### config.mk
export PLATFORM = sky130hd
export DESIGN_NAME = draw_player_phys_flat
export DESIGN_NICKNAME = d
export VERILOG_FILES = /design/src/rtl/draw_player_phys_if.sv /design/src/rtl/draw_player_phys.sv /design/src/flat_wrapper.sv
export SDC_FILE = /design/constraint.sdc
export NUM_CORES = 1
export LEC_CHECK = 0
export BUFFER_PORTS_ARGS = -buffer_cell sky130_fd_sc_hd__buf_2
export CORE_ASPECT_RATIO = 0.6
export CORE_MARGIN = 2
export CORE_UTILIZATION = 55
export CTS_CLUSTER_DIAMETER = 40
export DETAILED_ROUTE_END_ITERATION = 8
export PLACE_DENSITY = 0.76
export SYNTH_ARGS = -nofsm -noshare
export SYNTH_HDL_FRONTEND = slang
export SYNTH_SLANG_ARGS = --single-unit
export TNS_END_PERCENT = 50
### constraint.sdc
create_clock -name clk -period 5.2 [get_ports clk]
set_input_delay 0.26 -clock clk [delete_from_list [all_inputs] [get_ports clk]]
set_output_delay 0.26 -clock clk [all_outputs]
set_load 0.01 [all_outputs]
### src/rtl/draw_player_phys_if.sv
// vga_if: VGA pixel stream bundle shared by the drawing stages.
//   vcount/hcount : current pixel coordinates
//   vsync/hsync   : sync pulses
//   vblnk/hblnk   : blanking flags
//   rgb           : 12-bit pixel colour
// Modport "in" is used by a consumer of the stream, "out" by its producer.
interface vga_if;
    logic [10:0] vcount;
    logic        vsync;
    logic        vblnk;
    logic [10:0] hcount;
    logic        hsync;
    logic        hblnk;
    logic [11:0] rgb;

    modport in  (input  vcount, vsync, vblnk, hcount, hsync, hblnk, rgb);
    modport out (output vcount, vsync, vblnk, hcount, hsync, hblnk, rgb);
endinterface

### src/rtl/draw_player_phys.sv
// draw_player_phys: player sprite with per-frame walking/jumping physics,
// overlaid onto a passing VGA stream.
//   clk, rst_n          : clock, asynchronous active-low reset
//   stepleft/stepright  : level move requests
//   stepjump            : level jump request (a rising edge starts a jump,
//                         releasing it during ascent cuts the jump short)
//   vga_in / vga_out    : pixel stream, output delayed by one clock
//   pos_x, pos_y        : sprite top-left position
//   on_ground, facing   : standing flag, facing direction (1 = right)
module draw_player_phys #(
    parameter int          HOR_PIXELS = 800,
    parameter int          VER_PIXELS = 600,
    parameter int          CHAR_W     = 32,
    parameter int          CHAR_H     = 48,
    parameter logic [11:0] CHAR_COL   = 12'h15a,
    parameter logic [11:0] EYE_COL    = 12'hfff,
    parameter int          MOVE_STEP  = 4,
    parameter int          JUMP_V0    = 16,
    parameter int          GRAVITY    = 1,
    parameter int          MAX_FALL   = 12,
    parameter int          X_MIN      = 0,
    parameter int          X_MAX      = HOR_PIXELS,
    parameter int          Y_MIN      = 0,
    parameter int          GROUND_Y   = VER_PIXELS - 20 - CHAR_H
) (
    input  logic        clk,
    input  logic        rst_n,
    input  logic        stepleft,
    input  logic        stepright,
    input  logic        stepjump,
    vga_if.in           vga_in,
    vga_if.out          vga_out,
    output logic [11:0] pos_x,
    output logic [11:0] pos_y,
    output logic        on_ground,
    output logic        facing
);

    // 13-bit working constants so sums never wrap.
    localparam logic [12:0] XLo   = 13'(X_MIN);
    localparam logic [12:0] XHi   = 13'(X_MAX - CHAR_W);
    localparam logic [12:0] YLo   = 13'(Y_MIN);
    localparam logic [12:0] YGnd  = 13'(GROUND_Y);
    localparam logic [12:0] Step  = 13'(MOVE_STEP);
    localparam logic [12:0] Grav  = 13'(GRAVITY);
    localparam logic [12:0] MaxV  = 13'(MAX_FALL);
    localparam logic [12:0] ChrW  = 13'(CHAR_W);
    localparam logic [12:0] ChrH  = 13'(CHAR_H);
    localparam logic [11:0] XRst  = 12'((X_MAX - CHAR_W) / 2);
    localparam logic [11:0] JumpV = 12'(JUMP_V0);

    typedef enum logic [1:0] {StGround, StRising, StFalling} state_t;

    state_t      state;
    logic [11:0] vel;
    logic        jump_prev;
    logic        frame_tick;
    logic [11:0] draw_x;
    logic [11:0] draw_y;
    logic        draw_facing;

    // Motion helpers.
    logic [12:0] x_right;
    logic        x_left_clamp;
    logic        x_right_clamp;
    logic        y_up_clamp;
    logic [12:0] y_down;
    logic [12:0] vel_inc;

    always_comb begin
        x_right       = {1'b0, pos_x} + Step;
        x_left_clamp  = {1'b0, pos_x} < (XLo + Step);
        x_right_clamp = x_right > XHi;
        y_up_clamp    = {1'b0, pos_y} < (YLo + {1'b0, vel});
        y_down        = {1'b0, pos_y} + {1'b0, vel};
        vel_inc       = {1'b0, vel} + Grav;
    end

    assign on_ground = (state == StGround);

    always_ff @(posedge clk or negedge rst_n) begin
        if (!rst_n) begin
            frame_tick <= 1'b0;
        end else begin
            frame_tick <= (vga_in.hcount == 11'd0) && (vga_in.vcount == 11'd0);
        end
    end

    always_ff @(posedge clk or negedge rst_n) begin
        if (!rst_n) begin
            pos_x       <= XRst;
            pos_y       <= YGnd[11:0];
            state       <= StGround;
            vel         <= 12'd0;
            facing      <= 1'b1;
            jump_prev   <= 1'b1;
            draw_x      <= XRst;
            draw_y      <= YGnd[11:0];
            draw_facing <= 1'b1;
        end else if (frame_tick) begin
            // Drawing uses the position as it stood at the start of this frame.
            draw_x      <= pos_x;
            draw_y      <= pos_y;
            draw_facing <= facing;
            jump_prev   <= stepjump;

            if (stepleft && !stepright) begin
                pos_x  <= x_left_clamp ? XLo[11:0] : pos_x - Step[11:0];
                facing <= 1'b0;
            end else if (stepright && !stepleft) begin
                pos_x  <= x_right_clamp ? XHi[11:0] : x_right[11:0];
                facing <= 1'b1;
            end

            unique case (state)
                StGround: begin
                    if (stepjump && !jump_prev) begin
                        state <= StRising;
                        vel   <= JumpV;
                    end
                end
                StRising: begin
                    if (!stepjump) begin
                        // Jump cut: stop ascending without moving this frame.
                        vel   <= 12'd0;
                        state <= StFalling;
                    end else begin
                        pos_y <= y_up_clamp ? YLo[11:0] : pos_y - vel;
                        if ({1'b0, vel} > Grav) begin
                            vel <= vel - Grav[11:0];
                        end else begin
                            vel   <= 12'd0;
                            state <= StFalling;
                        end
                    end
                end
                StFalling: begin
                    if (y_down >= YGnd) begin
                        pos_y <= YGnd[11:0];
                        vel   <= 12'd0;
                        state <= StGround;
                    end else begin
                        pos_y <= y_down[11:0];
                        vel   <= (vel_inc > MaxV) ? MaxV[11:0] : vel_inc[11:0];
                    end
                end
                default: begin
                    state <= StGround;
                end
            endcase
        end
    end

    // Pixel overlay.
    logic [12:0] hc;
    logic [12:0] vc;
    logic [12:0] dx;
    logic [12:0] dy;
    logic [12:0] eye_x;
    logic        in_sprite;
    logic        in_eye;
    logic [11:0] rgb_nxt;

    always_comb begin
        hc        = {2'b00, vga_in.hcount};
        vc        = {2'b00, vga_in.vcount};
        dx        = {1'b0, draw_x};
        dy        = {1'b0, draw_y};
        eye_x     = draw_facing ? (dx + ChrW - 13'd8) : (dx + 13'd4);
        in_sprite = (hc >= dx) && (hc < dx + ChrW) && (vc >= dy) && (vc < dy + ChrH);
        in_eye    = (vc >= dy + 13'd8) && (vc < dy + 13'd12) &&
                    (hc >= eye_x) && (hc < eye_x + 13'd4);
        rgb_nxt   = vga_in.rgb;
        if (vga_in.hblnk || vga_in.vblnk) begin
            rgb_nxt = 12'h000;
        end else if (in_sprite) begin
            rgb_nxt = in_eye ? EYE_COL : CHAR_COL;
        end
    end

    always_ff @(posedge clk or negedge rst_n) begin
        if (!rst_n) begin
            vga_out.vcount <= 11'd0;
            vga_out.vsync  <= 1'b0;
            vga_out.vblnk  <= 1'b0;
            vga_out.hcount <= 11'd0;
            vga_out.hsync  <= 1'b0;
            vga_out.hblnk  <= 1'b0;
            vga_out.rgb    <= 12'h000;
        end else begin
            vga_out.vcount <= vga_in.vcount;
            vga_out.vsync  <= vga_in.vsync;
            vga_out.vblnk  <= vga_in.vblnk;
            vga_out.hcount <= vga_in.hcount;
            vga_out.hsync  <= vga_in.hsync;
            vga_out.hblnk  <= vga_in.hblnk;
            vga_out.rgb    <= rgb_nxt;
        end
    end

endmodule

### src/flat_wrapper.sv
// flat-port wrapper written by rule: the top's interface ports become plain ports
module draw_player_phys_flat 
#(
    parameter int          HOR_PIXELS = 800,
    parameter int          VER_PIXELS = 600,
    parameter int          CHAR_W     = 32,
    parameter int          CHAR_H     = 48,
    parameter logic [11:0] CHAR_COL   = 12'h15a,
    parameter logic [11:0] EYE_COL    = 12'hfff,
    parameter int          MOVE_STEP  = 4,
    parameter int          JUMP_V0    = 16,
    parameter int          GRAVITY    = 1,
    parameter int          MAX_FALL   = 12,
    parameter int          X_MIN      = 0,
    parameter int          X_MAX      = HOR_PIXELS,
    parameter int          Y_MIN      = 0,
    parameter int          GROUND_Y   = VER_PIXELS - 20 - CHAR_H
)
  (clk, rst_n, stepleft, stepright, stepjump, pos_x, pos_y, on_ground, facing, vga_in_vcount, vga_in_vsync, vga_in_vblnk, vga_in_hcount, vga_in_hsync, vga_in_hblnk, vga_in_rgb, vga_out_vcount, vga_out_vsync, vga_out_vblnk, vga_out_hcount, vga_out_hsync, vga_out_hblnk, vga_out_rgb);
  vga_if vga_in_i ();
  vga_if vga_out_i ();
  input  logic clk;
  input  logic rst_n;
  input  logic stepleft;
  input  logic stepright;
  input  logic stepjump;
  output logic [11:0] pos_x;
  output logic [11:0] pos_y;
  output logic on_ground;
  output logic facing;
  input wire logic [$bits(vga_in_i.vcount)-1:0] vga_in_vcount;
  input wire logic [$bits(vga_in_i.vsync)-1:0] vga_in_vsync;
  input wire logic [$bits(vga_in_i.vblnk)-1:0] vga_in_vblnk;
  input wire logic [$bits(vga_in_i.hcount)-1:0] vga_in_hcount;
  input wire logic [$bits(vga_in_i.hsync)-1:0] vga_in_hsync;
  input wire logic [$bits(vga_in_i.hblnk)-1:0] vga_in_hblnk;
  input wire logic [$bits(vga_in_i.rgb)-1:0] vga_in_rgb;
  output wire logic [$bits(vga_out_i.vcount)-1:0] vga_out_vcount;
  output wire logic [$bits(vga_out_i.vsync)-1:0] vga_out_vsync;
  output wire logic [$bits(vga_out_i.vblnk)-1:0] vga_out_vblnk;
  output wire logic [$bits(vga_out_i.hcount)-1:0] vga_out_hcount;
  output wire logic [$bits(vga_out_i.hsync)-1:0] vga_out_hsync;
  output wire logic [$bits(vga_out_i.hblnk)-1:0] vga_out_hblnk;
  output wire logic [$bits(vga_out_i.rgb)-1:0] vga_out_rgb;
  assign vga_in_i.vcount = vga_in_vcount;
  assign vga_in_i.vsync = vga_in_vsync;
  assign vga_in_i.vblnk = vga_in_vblnk;
  assign vga_in_i.hcount = vga_in_hcount;
  assign vga_in_i.hsync = vga_in_hsync;
  assign vga_in_i.hblnk = vga_in_hblnk;
  assign vga_in_i.rgb = vga_in_rgb;
  assign vga_out_vcount = vga_out_i.vcount;
  assign vga_out_vsync = vga_out_i.vsync;
  assign vga_out_vblnk = vga_out_i.vblnk;
  assign vga_out_hcount = vga_out_i.hcount;
  assign vga_out_hsync = vga_out_i.hsync;
  assign vga_out_hblnk = vga_out_i.hblnk;
  assign vga_out_rgb = vga_out_i.rgb;
  draw_player_phys #(.HOR_PIXELS(HOR_PIXELS), .VER_PIXELS(VER_PIXELS), .CHAR_W(CHAR_W), .CHAR_H(CHAR_H), .CHAR_COL(CHAR_COL), .EYE_COL(EYE_COL), .MOVE_STEP(MOVE_STEP), .JUMP_V0(JUMP_V0), .GRAVITY(GRAVITY), .MAX_FALL(MAX_FALL), .X_MIN(X_MIN), .X_MAX(X_MAX), .Y_MIN(Y_MIN), .GROUND_Y(GROUND_Y)) u_core (.clk(clk), .rst_n(rst_n), .stepleft(stepleft), .stepright(stepright), .stepjump(stepjump), .vga_in(vga_in_i), .vga_out(vga_out_i), .pos_x(pos_x), .pos_y(pos_y), .on_ground(on_ground), .facing(facing));
endmodule
==> impl_results.md <==
- Status: finished clean
- CP arrival: 4410 ps
- Min cycle time layout: 4168 ps
- Die X: 165.4 µm
- TritonCTS Buffers: 9
- Worst path max stage delay: 500 ps
- Fillers: 1363
- CP endpoint kind: flip-flop
- CORE AREA: 15330 µm²
- M3 GR Usage: 5.677%
- Post-DP HPWL: 17.74 mm
- Gr ovfl total: 0
- TritonCTS clock tree: built
- Initial antenna violation count: 0
- Synth top area share: 25.33%
- WS Path Type: flip-flop to flip-flop
- ANT cells: 0
- Post-cts resize count: 0
- Num rows: 35
- I/O pins: 107
- Synth cell types: 82
- First-pass GRT wire length: 37.61 mm
- DRC viols: 0
- Total Wirelength: 23.28 mm
- Avg Cell Area, Syn: 8.725 µm²
- Slowest cell on crit path: or4b_4
- Routed vias/inst: 6.263
- Placed inst area: 9185 µm²
- Seq/Total Area, Yosys: 29.31%
- Final slew viol count: 0
- Clock buffer depth: 2
- Clk sinks: 100
- Worst-path clk slew: 70 ps
- Placed cell count: 1246
- Antenna Nets Post-Route: 0
- Type of the worst min-delay path: input port to flip-flop
- Synth Instances: 985
- Layout cell share with drive strength beyond 1: 14.80%
- I/O Buffers: 104
- Final Cell Area: 9480 µm²
- Final setup viols: 0
- Worst skew pair latency: 360 ps
- Grt met2 use: 36.96%
- Most frequent cells after synthesis: 110 x ha_1, 87 x dfrtp_1, 80 x nand2_1
- Max VDD drop: 0.0001390 V
- Synthesis-stage register bit count: 100
- FMAX: 239.9 MHz
- Final Hold Slack: 7.779 ps
- Pre-Repair DR Iteration Count: 5
- Endpoints failing hold: 0
- CTS Root Cell: clkbuf_16
- Synth area leader: dfrtp_1
- Vert. Die Dim: 100.8 µm
- Final std cells w/o fill: 1264
- Cell with the most instances after synthesis: ha_1
- Initial drt markers: 940
- H-Tree Depth: 3
- Initial core utilization: 56.07%
- Syn Std Cell Area: 8594 µm²
- Critical Path Start Type: flip-flop
- Vias in the first global route: 7107
- GP Congestion: 0.9728
- Main area contributors after synthesis: dfrtp_1 25%, ha_1 16%, xnor2_1 5.1%
- EDFF count, synth: 0
- Final Util: 61.85%
- Actual slew at the worst max-slew pin: 1090 ps
- M1 GR Usage: 47.54%
- Leak: 3.982 nW
- Pwr Density: 170.1 nW/µm²
- GRT busiest layer: met1
- DR WL/cell: 18.42 µm
- Max Cap Viol: 0
- Crit Path Max Fanout: 9
- Slew headroom: 26.83%
- Worst clock skew: 15.07 ps
- Nets: 1211
- Cell family with most CP delay: simple AND/OR/NAND/NOR gates
- Largest net degree at the start of global routing: 61
- Synth Warn #: 0
- CP Cell Sequence: ha_1 > or4b_4 > nor2_1 > mux2i_1 > mux2i_1 > xnor2_1 > inv_1 > ha_1 > o21a_1 > o221ai_1 > a21oi_1 > o311ai_0 > nor3_1 > nand4_1 > o31ai_1
- All-Layer GR Usage: 28.52%
- Unrepaired setup endpoints after global routing: no
- Worst Path Buf+Inv: 1
- Worst Path Required: 5440 ps
- Vias: 7917
- Asr flop ratio synth: 100.0%
- Setup_tns: 0 ps
- Main synth FF type: dfrtp_1
- Area Growth Syn to Fin: 10.31%
- Period utilization: 80.15%
- Die area: 16680 µm²
## flip-flops by register name (all words and copies together), names as in the netlist
| signal | flops |
|---|---|
| u_core.draw_facing | 1 |
| u_core.draw_x | 10 |
| u_core.draw_y | 12 |
| u_core.facing | 1 |
| u_core.frame_tick | 1 |
| u_core.jump_prev | 1 |
| u_core.pos_x | 10 |
| u_core.pos_y | 12 |
| u_core.state | 2 |
| u_core.vel | 12 |
| u_core.vga_out.hblnk | 1 |
| u_core.vga_out.hcount | 11 |
| u_core.vga_out.hsync | 1 |
| u_core.vga_out.rgb | 12 |
| u_core.vga_out.vblnk | 1 |
| u_core.vga_out.vcount | 11 |
| u_core.vga_out.vsync | 1 |
## placed cells by master (no fill, tap or decap), types with 12 or more instances in the layout
cell type | synthesis | routed
xnor2_1 | 50 | 50
nand2_1 | 80 | 80
ha_1 | 110 | 110
nor4_1 | 16 | 16
o31ai_1 | 17 | 17
nand3_1 | 33 | 33
inv_1 | 63 | 63
or3_1 | 12 | 12
buf_2 | 5 | 103
a31oi_1 | 20 | 20
dfstp_2 | 13 | 13
o21ai_0 | 73 | 73
nor2b_1 | 12 | 12
a21oi_1 | 42 | 42
dfrtp_1 | 87 | 87
nor2_1 | 51 | 51
o21a_1 | 18 | 18
nor3_1 | 34 | 34
## where the power goes
group          internal, mW  total [mW]  switching, mW
combinational        0.0620       0.164          0.102
sequential            0.792       0.795        0.00337
clock                 0.332       0.654          0.322
## layout make-up
class,count,area [µm²],share of cell area [%]
tap,203,254.0,2.679
multi-input combinational,773,5630,59.39
clock inverter,5,42.54,0.4487
timing repair buffer,109,565.5,5.965
inverter,63,236.5,2.494
clock buffer,11,232.7,2.455
sequential,100,2519,26.57
## through the flow
step                setup slack, ps  power [mW]
CTS                            1129       1.622
finish                         1032       1.613
global route                  744.3       1.679
floorplan                      1655      0.8887
global placement               1296      0.9680
detailed placement             1141      0.9699
## metal layers
metal	share of wire (%)	vias to the layer above
met5	0	-
met4	1.2	0
met3	9.8	30
met2	38	407
met1	51	3709
li1	-	3771
## kinds of logic after synthesis
family	synth area share (%)
simple gates	18.45
compound gates	22.26
fa+ha+maj	16.60
mux	1.689
flops	29.31
other cells	0.04363
buf+inv	5.226
xor+xnor	6.435
## final timing paths
check / from / endpoint / slack [ps] / cells past startpoint
setup reg to reg: u_core.draw_x[5] / u_core.vga_out.rgb[0] / 1030 / 15
max in group asynchronous: rst_n / u_core.draw_y[0] / 3600 / 3
hold reg to reg: u_core.pos_y[9] / u_core.pos_y[9] / 540 / 2
min in group asynchronous: rst_n / u_core.frame_tick / 420 / 2
hold / removal: vga_in_vsync / u_core.vga_out.vsync / 8 / 1
setup / recovery: u_core.draw_x[5] / u_core.vga_out.rgb[0] / 1030 / 15
## repair_timing
item / 4_1_cts / 5_1_grt
hold buffers: 1 / 1
setup buffers: 0 / 0
endpoints found under the hold margin: 39 / 1
(Power assumes the default switching activity.)
